## config.mk

```make
export PLATFORM = sky130hd
export DESIGN_NAME = f_add
export DESIGN_NICKNAME = d
export VERILOG_FILES = /design/src/rtl/f_add_pkg.sv /design/src/rtl/f_add_lzc.sv /design/src/rtl/f_add.sv
export SDC_FILE = /design/constraint.sdc
export NUM_CORES = 1
export LEC_CHECK = 0
export CAP_MARGIN = 20
export CORE_UTILIZATION = 23
export CTS_CLUSTER_SIZE = 24
export DETAILED_ROUTE_END_ITERATION = 8
export GPL_TIMING_DRIVEN = 0
export PLACE_DENSITY_LB_ADDON = 0.05
export SYNTH_ARGS = -nofsm -noshare
export SYNTH_HDL_FRONTEND = slang
export SYNTH_SLANG_ARGS = --single-unit
```

## constraint.sdc

```tcl
create_clock -name clk -period 6.55 [get_ports clk]
set_clock_uncertainty 0.1 [all_clocks]
set_input_delay 0.655 -clock clk [delete_from_list [all_inputs] [get_ports clk]]
set_output_delay 0.655 -clock clk [all_outputs]
set_load 0.01 [all_outputs]
```

## src/rtl/f_add_pkg.sv

```systemverilog
// Shared definitions for the binary32 adder: field widths, constants and the
// stage-1 to stage-2 pipeline record.
package f_add_pkg;

  localparam int unsigned EXP_W   = 8;
  localparam int unsigned MAN_W   = 23;
  localparam int unsigned BIAS    = 127;
  localparam int unsigned EXP_MAX = 255;
  localparam int unsigned LATENCY = 2;
  // Hidden bit + fraction + guard/round/sticky.
  localparam int unsigned SUM_W   = MAN_W + 4;

  localparam logic [31:0] QNAN = 32'h7FC00000;

  // Aligned, added operands handed from stage 1 to stage 2.
  typedef struct packed {
    logic             sign;
    logic [EXP_W-1:0] exp;
    logic             carry;   // carry out of the 27-bit magnitude sum
    logic [SUM_W-1:0] sum;
    logic             is_nan;
    logic             is_inf;
    logic             flag;
    logic [4:0]       add;
  } s1_t;

endpackage

```

## src/rtl/f_add_lzc.sv

```systemverilog
// 27-bit leading-zero counter, combinational. An all-zero input yields 27.
module f_add_lzc (
  input  logic [26:0] din,
  output logic [4:0]  cnt
);

  logic found;

  // Scan from the MSB and stop at the first set bit.
  always_comb begin
    cnt   = 5'd27;
    found = 1'b0;
    for (int i = 26; i >= 0; i--) begin
      if (!found && din[i]) begin
        cnt   = 5'(26 - i);
        found = 1'b1;
      end
    end
  end

endmodule

```

## src/rtl/f_add.sv

```systemverilog
// Two-stage pipelined IEEE-754 binary32 adder with round-to-nearest-even.
// Subnormal inputs and results are flushed to zero. Define F_ADD_SPECIAL_EN to
// give exp=255 inputs (inf/NaN) IEEE behaviour; otherwise they are treated as
// ordinary finite values.
module f_add
  import f_add_pkg::*;
(
  input  logic        clk,
  input  logic        rst,
  input  logic [31:0] x1,
  input  logic [31:0] x2,
  input  logic        flagin,
  input  logic [4:0]  addin,
  output logic [31:0] y,
  output logic        flagout,
  output logic [4:0]  addout
);

  s1_t s1_d, s1_q;

  logic [EXP_W-1:0] ea, eb, e_big, e_small, diff;
  logic [MAN_W-1:0] fa, fb;
  logic [23:0]      m_big, m_small;
  logic [52:0]      shifted;
  logic [26:0]      aligned, big27;
  logic [27:0]      sum28;
  logic             a_big, eff_sub;

  // Stage 1: unpack, order by magnitude, align the smaller operand, add/subtract.
  always_comb begin
    ea      = x1[30:23];
    eb      = x2[30:23];
    fa      = (ea == '0) ? '0 : x1[22:0];
    fb      = (eb == '0) ? '0 : x2[22:0];
    a_big   = {ea, fa} >= {eb, fb};
    e_big   = a_big ? ea : eb;
    e_small = a_big ? eb : ea;
    m_big   = a_big ? {|ea, fa} : {|eb, fb};
    m_small = a_big ? {|eb, fb} : {|ea, fa};
    eff_sub = x1[31] ^ x2[31];
    diff    = e_big - e_small;
    // Wide shift keeps every bit pushed past the sticky position for the OR.
    shifted = {m_small, 29'b0} >> diff;
    if (diff >= 8'd26) aligned = {26'b0, |m_small};
    else               aligned = shifted[52:26] | {26'b0, |shifted[25:0]};
    big27 = {m_big, 3'b000};
    // Ordering guarantees big >= small, so subtraction never borrows.
    if (eff_sub) sum28 = {1'b0, big27} - {1'b0, aligned};
    else         sum28 = {1'b0, big27} + {1'b0, aligned};

    s1_d.sign   = a_big ? x1[31] : x2[31];
    s1_d.exp    = e_big;
    s1_d.carry  = sum28[27];
    s1_d.sum    = sum28[26:0];
    s1_d.is_nan = 1'b0;
    s1_d.is_inf = 1'b0;
    s1_d.flag   = flagin;
    s1_d.add    = addin;
`ifdef F_ADD_SPECIAL_EN
    begin
      logic a_nan, b_nan, a_inf, b_inf;
      a_nan = (ea == 8'hFF) && (x1[22:0] != '0);
      b_nan = (eb == 8'hFF) && (x2[22:0] != '0);
      a_inf = (ea == 8'hFF) && (x1[22:0] == '0);
      b_inf = (eb == 8'hFF) && (x2[22:0] == '0);
      if (a_nan || b_nan || (a_inf && b_inf && (x1[31] != x2[31]))) begin
        s1_d.is_nan = 1'b1;
      end else if (a_inf || b_inf) begin
        s1_d.is_inf = 1'b1;
        s1_d.sign   = a_inf ? x1[31] : x2[31];
      end
    end
`endif
  end

  // Stage-1 pipeline register.
  always_ff @(posedge clk or posedge rst) begin
    if (rst) s1_q <= '0;
    else     s1_q <= s1_d;
  end

  logic [4:0]  lz;
  logic [26:0] mant;
  logic [9:0]  exp_n, exp_r;
  logic [24:0] rnd;
  logic [22:0] frac;
  logic        round_up;
  logic [31:0] y_d;

  f_add_lzc u_lzc (
    .din (s1_q.sum),
    .cnt (lz)
  );

  // Stage 2: normalize, round to nearest even, renormalize, pack.
  always_comb begin
    if (s1_q.carry) begin
      mant  = {1'b1, s1_q.sum[26:2], s1_q.sum[1] | s1_q.sum[0]};
      exp_n = {2'b00, s1_q.exp} + 10'd1;
    end else begin
      mant  = s1_q.sum << lz;
      exp_n = {2'b00, s1_q.exp} - {5'b0, lz};
    end
    round_up = mant[2] & (mant[1] | mant[0] | mant[3]);
    rnd      = {1'b0, mant[26:3]} + {24'b0, round_up};
    if (rnd[24]) begin
      exp_r = exp_n + 10'd1;
      frac  = rnd[23:1];
    end else begin
      exp_r = exp_n;
      frac  = rnd[22:0];
    end

    if (s1_q.is_nan)                              y_d = QNAN;
    else if (s1_q.is_inf)                         y_d = {s1_q.sign, 8'hFF, 23'b0};
    else if (!s1_q.carry && (s1_q.sum == '0))     y_d = 32'h0;
    else if (exp_r[9] || (exp_r == '0))           y_d = {s1_q.sign, 31'b0};
    else if (exp_r >= 10'(EXP_MAX))               y_d = {s1_q.sign, 8'hFF, 23'b0};
    else                                          y_d = {s1_q.sign, exp_r[7:0], frac};
  end

  // Output registers, with the sideband tags kept aligned to the result.
  always_ff @(posedge clk or posedge rst) begin
    if (rst) begin
      y       <= '0;
      flagout <= 1'b0;
      addout  <= '0;
    end else begin
      y       <= y_d;
      flagout <= s1_q.flag;
      addout  <= s1_q.add;
    end
  end

endmodule

```

# Word-level counts from Yosys, hierarchy flattened
# Index checks and enable logic that the tools add are counted.
# Widths: inputs -> output; s select.
# op_classes
add_sub_neg	7
mul	0
n_div	0
order_cmp	3
eq_ne	0
shifts	2
n_mux	69
bitwise	6
n_reduce_logical	63
# op_table
operator	n
$mux 5	27
$mux 23	3
$mux 31	2
$mux 27	2
$shr 53x8->53	1
$mux 24	2
$mux 32	1
$ge 31x31->1	1
$add 27x27->28	1
$mux 28	1
$sub 27x27->28	1
$logic_and 1x1->1	27
$logic_not 1->1	27
$logic_not 27->1	1
$mux 1	27
$or 27x1->27	1
$shl 27x5->27	1
$reduce_or 26->1	1
$add 24x1->25	1
$reduce_or 24->1	1
$mux 10	2
$logic_not 8->1	2
$mux 8	2
$reduce_or 8->1	2
other kinds (11)	13
# totals
reg_bits	81
latch_bits	0
mem_bits_rw	0
mem_bits_ro	0
in_bits	72
output_inout_bits	38
wordCells	159
n_memories	0

# Logic depth before layout (Yosys ltp)
# depth
depth_word	90
depth_mapped	52
mapped_depth_nobuf	45

# Hierarchy
# A second synthesis with hierarchy kept.
# unflattened
cells_unflattened	1597
hier_area_um2	12309.3
# by_module_without_submodules
mod	n_inst	cells_each	area_per_inst_um2	seq_area_each_um2
f_add	1	1546	12021.5	2026.9
f_add_lzc	1	51	287.8	0.0

# Worst setup path before layout
# No wires, ideal clock.
# synth_path
kind	input to register
startpoint	in x1[23]
endpoint	reg s1_q[35] (netlist bit)
setup_ns	0.067
t_arrival_ns	9.791
required_time_ns	6.383
setup_slack_ns	-3.408
cell_stages	50
n_path_buf	6
path_cell_list	nor4_1 -> nand2_1 -> clkbuf_1 -> clkbuf_1 -> nand2_1 -> inv_1 -> ha_1 -> and4_1 -> and2_1 -> a311oi_1 -> nand3_1 -> nor2_1 -> clkbuf_1 -> clkbuf_1 -> buf_1 -> nor2_1 -> nor2_1 -> ha_1 -> [... 14 more ...] -> o21bai_1 -> a21oi_1 -> o21bai_1 -> a21oi_1 -> o21ai_0 -> a21oi_1 -> o21bai_1 -> a21oi_1 -> o21bai_1 -> a21oi_1 -> nor2_1 -> or3_1 -> a2111oi_0 -> o41ai_1 -> nor2b_1 -> nor3_1 -> o31ai_1 -> o311a_1
# synth_lines
item	line	source
start, declared	f_add.sv:10	input logic [31:0] x1,
end signal, assigned	f_add.sv:78	if (rst) s1_q <= '0;
end signal, assigned	f_add.sv:79	else s1_q <= s1_d;
end, declared	f_add.sv:19	s1_t s1_d, s1_q;

==> impl_metrics.py <==
metrics = {
    "timing": {
        "maxSlewHeadroom_pct": 28.4,
        "worst_pin_slew_ns": 1.06,
        "hold_viol_final": 0,
        "finalWorstSetupSlack_ns": -2.69,
        "fin_crit_ns": 9.24,
        "fmax_ghz": 0.108,
        "finalCritPeriodShare_pct": 141,
        "drv_slew": 0,
        "setup_viol": 40,
        "rsz0062_at_grt": "yes",
    },
    "drt": {
        "num_vias": 15200,
        "top_layer": "met4",
        "first_pass_iters": 8,
        "wirelength_um": 65300,
        "wl_met2_um": 30400,
        "wl_per_cell_um": 23.6,
        "routed_via_density": 5.48,
        "drt_iter0_drc": 1099,
        "wl_met1_um": 28300,
        "drcViolationCount": 0,
        "drtAntennaViolNets": 0,
        "route.met3.wl_um": 3420,
    },
    "synthesis": {
        "ys_warn_count": 0,
        "ys_seq_area_share_pct": 15.9,
        "yosys_most_used_dff": "dfrtp_1",
        "synth_nets": 1920,
        "synthCells": 1756,
        "syn-mean-instance-area_um2": 7.26,
        "synth_edf_count": 0,
        "synth.ff_latch_count": 81,
        "async_flop_share_pct": 100,
        "ys_types": 93,
        "syn_area_um2": 12700,
    },
    "placement": {
        "portBuffers": 109,
        "place_congestion": 0.922,
        "pre_cts_slack_ns": -5.32,
        "detailed_place_hpwl_um": 51400,
        "dpl_cell_area_um2": 15200,
        "dp.cells": 2605,
    },
    "finish": {
        "layout.nets": 2188,
        "layout_commonest_cell": "nand2_1",
        "final_cell_mix": "nand2_1 (177), nor2_1 (131), buf_4 (125), a21oi_1 (124), o21ai_0 (102)",
        "instances_no_fill": 2768,
        "diodes": 0,
        "finish.instance_area_um2": 18200,
        "drive_above_1_share_pct": 25.2,
        "area_growth_pct": 43.1,
        "fillers": 5776,
        "seq_area_um2": 2030,
        "utilization_pct": 33.6,
        "multiInputGateArea_um2": 11500,
    },
    "floorplan": {
        "core-area_um2": 54300,
        "start_util_pct": 23.5,
        "rows": 85,
        "die_h_um": 237,
        "die_x_um": 237,
        "dieArea_um2": 56400,
        "io_pins": 110,
    },
    "global_route": {
        "grt_pass1_vias": 15100,
        "grt_first_pass_wirelength_um": 97800,
        "grt_overflow": 0,
        "track_usage_pct": 22.9,
        "grt_max_degree": 67,
        "antenna_found_initial": 0,
    },
    "setup_path": {
        "timing.rr.end": "y[5]$_DFF_PP0_",
        "reg2reg_depth": 26,
        "crit_fanout": 10,
        "start_kind": "input pin",
        "critical_path_arrival_ns": 9.43,
        "r2r_slack_ns": -0.10,
        "r2r-start": "s1_q[31]$_DFF_PP0_",
        "crit_required_ns": 6.74,
        "slowest_delay_ns": 0.45,
        "slowest_stage": "or3_1",
        "crit_type": "input pin to flop",
        "worstSetupEndpointType": "flop",
    },
    "worst_hold_path": {
        "whs_endpoint": "addout[2]$_DFF_PP0_",
        "hold_depth": 0,
        "hold_start": "s1_q[2]$_DFF_PP0_",
        "worstHoldPathType": "flop to flop",
    },
    "cts": {
        "clk_pin_slew_ns": 0.07,
        "insertion_delay_ns": 0.37,
        "clockBufferDepth": 2,
        "cts_hold_buf": 0,
        "cts-root-buf": "clkbuf_16",
        "clock-sinks": 81,
        "htree_levels": 3,
        "cts_tree": "done",
        "cts_buffers": 9,
    },
    "status": {
        "status": "finished, violations left",
        "violations": "setup timing",
    },
    "pwr": {
        "peakVddDrop_mv": 0.126,
        "power_mw": 4.99,
        "p_leak_nw": 7.50,
        "power_density_nw_per_um2": 274,
    },
    "job": {
        "cap_violations": 0,
    },
}
per-stage QoR:
stage                     TNS, ns  hold slack, ns
after floorplan            -23.11           0.231
after global placement    -168.59           0.233
after detailed placement  -158.76           0.236
after CTS                  -60.27           0.252
after global routing       -70.76           0.255
final                      -55.37           0.249
Yosys cell counts, types with 8 or more instances:
library cell	n	area, um2
o22ai_1	8	50.1
inv_1	93	349
o21a_1	9	67.6
xnor2_1	42	368
ha_1	90	1130
o21ai_0	134	671
a211oi_1	55	413
dfrtp_1	81	2030
nor3_1	47	235
and2_1	29	181
mux4_2	16	360
nor2_1	140	526
buf_2	10	50.1
nand3_1	55	275
nand2_1	202	758
nor4_1	17	106
clkbuf_1	75	282
a221oi_1	11	96.3
nand2b_1	21	131
a21oi_1	146	731
o31ai_1	18	135
xor2_1	23	201
o211ai_1	24	180
o21bai_1	18	135
mux2i_1	71	711
and3_1	20	125
nor2b_1	19	119
a22oi_1	10	75.1
buf_1	17	63.8
nand4_1	22	138
mux2_2	20	225
a21o_1	29	218
or3_1	16	100
or2_2	12	75.1
cells by family (layout without fill, tap and decap cells):
| kind of cell | count (synthesis) | in the layout | share of synthesized area [%] |
|---|---|---|---|
| AOI/OAI and AO/OA | 577 | 577 | 30.0 |
| xor gates and xnor gates | 65 | 65 | 4.47 |
| adders and majority gates | 92 | 92 | 9.15 |
| buffers and inverters | 199 | 472 | 6.14 |
| DFF | 81 | 81 | 15.9 |
| muxes | 107 | 107 | 10.2 |
| and+or+nand+nor | 635 | 635 | 24.2 |
how the worst max path moves through the flow:
stage	cells past startpoint	to	startpoint	slack, ns
after CTS	52	s1_q[33]$_DFF_PP0_	x1[23]	-2.73
final	49	s1_q[33]$_DFF_PP0_	x1[28]	-2.69
after floorplan	51	s1_q[35]$_DFF_PP0_	x1[30]	-1.92
after global placement	48	s1_q[33]$_DFF_PP0_	x1[29]	-5.59
after detailed placement	43	s1_q[33]$_DFF_PP0_	x1[29]	-5.32
after global routing	47	s1_q[33]$_DFF_PP0_	x1[28]	-3.05
registers in the layout (all words and copies together), names as in the netlist:
name	count
addout	5
flagout	1
s1_q	43
y	32
metal layers:
metal / vias to the layer above / GRT usage, %
met2: 588 / 38.3
li1: 7041 / -
met3: 121 / 1.87
met5: - / 0
met1: 7412 / 30.0
met4: 0 / 9.89
cell type report:
class	instances	area share, %
inverters	95	2.08
clock buffers	9	1.23
multi-input cells	1476	63.0
plain buffers	104	4.24
repair buffers	257	12.8
clock inverters	7	0.460
well taps	739	5.07
flip-flops and latches	81	11.1
power breakdown:
part           switching [mW]  internal (mW)
clock                   0.250          0.303
sequential              0.176          0.665
combinational            2.10           1.50
total                    2.52           2.47
what timing repair did:
item	in CTS	in global routing
gates resized for setup	289	136
pin swaps	85	86
setup buffers	134	37
cloned	3	0
endpoints found under the setup margin	59	59
worst max-delay path, delay by kind of cell:
family,cells,cell delay [ns]
xor gates and xnor gates,1,0.13
and+or+nand+nor,13,2.60
AOI/OAI and AO/OA,21,3.69
adders and majority gates,3,0.73
buffers and inverters,11,1.57
Power figures use the tool's default switching activity.
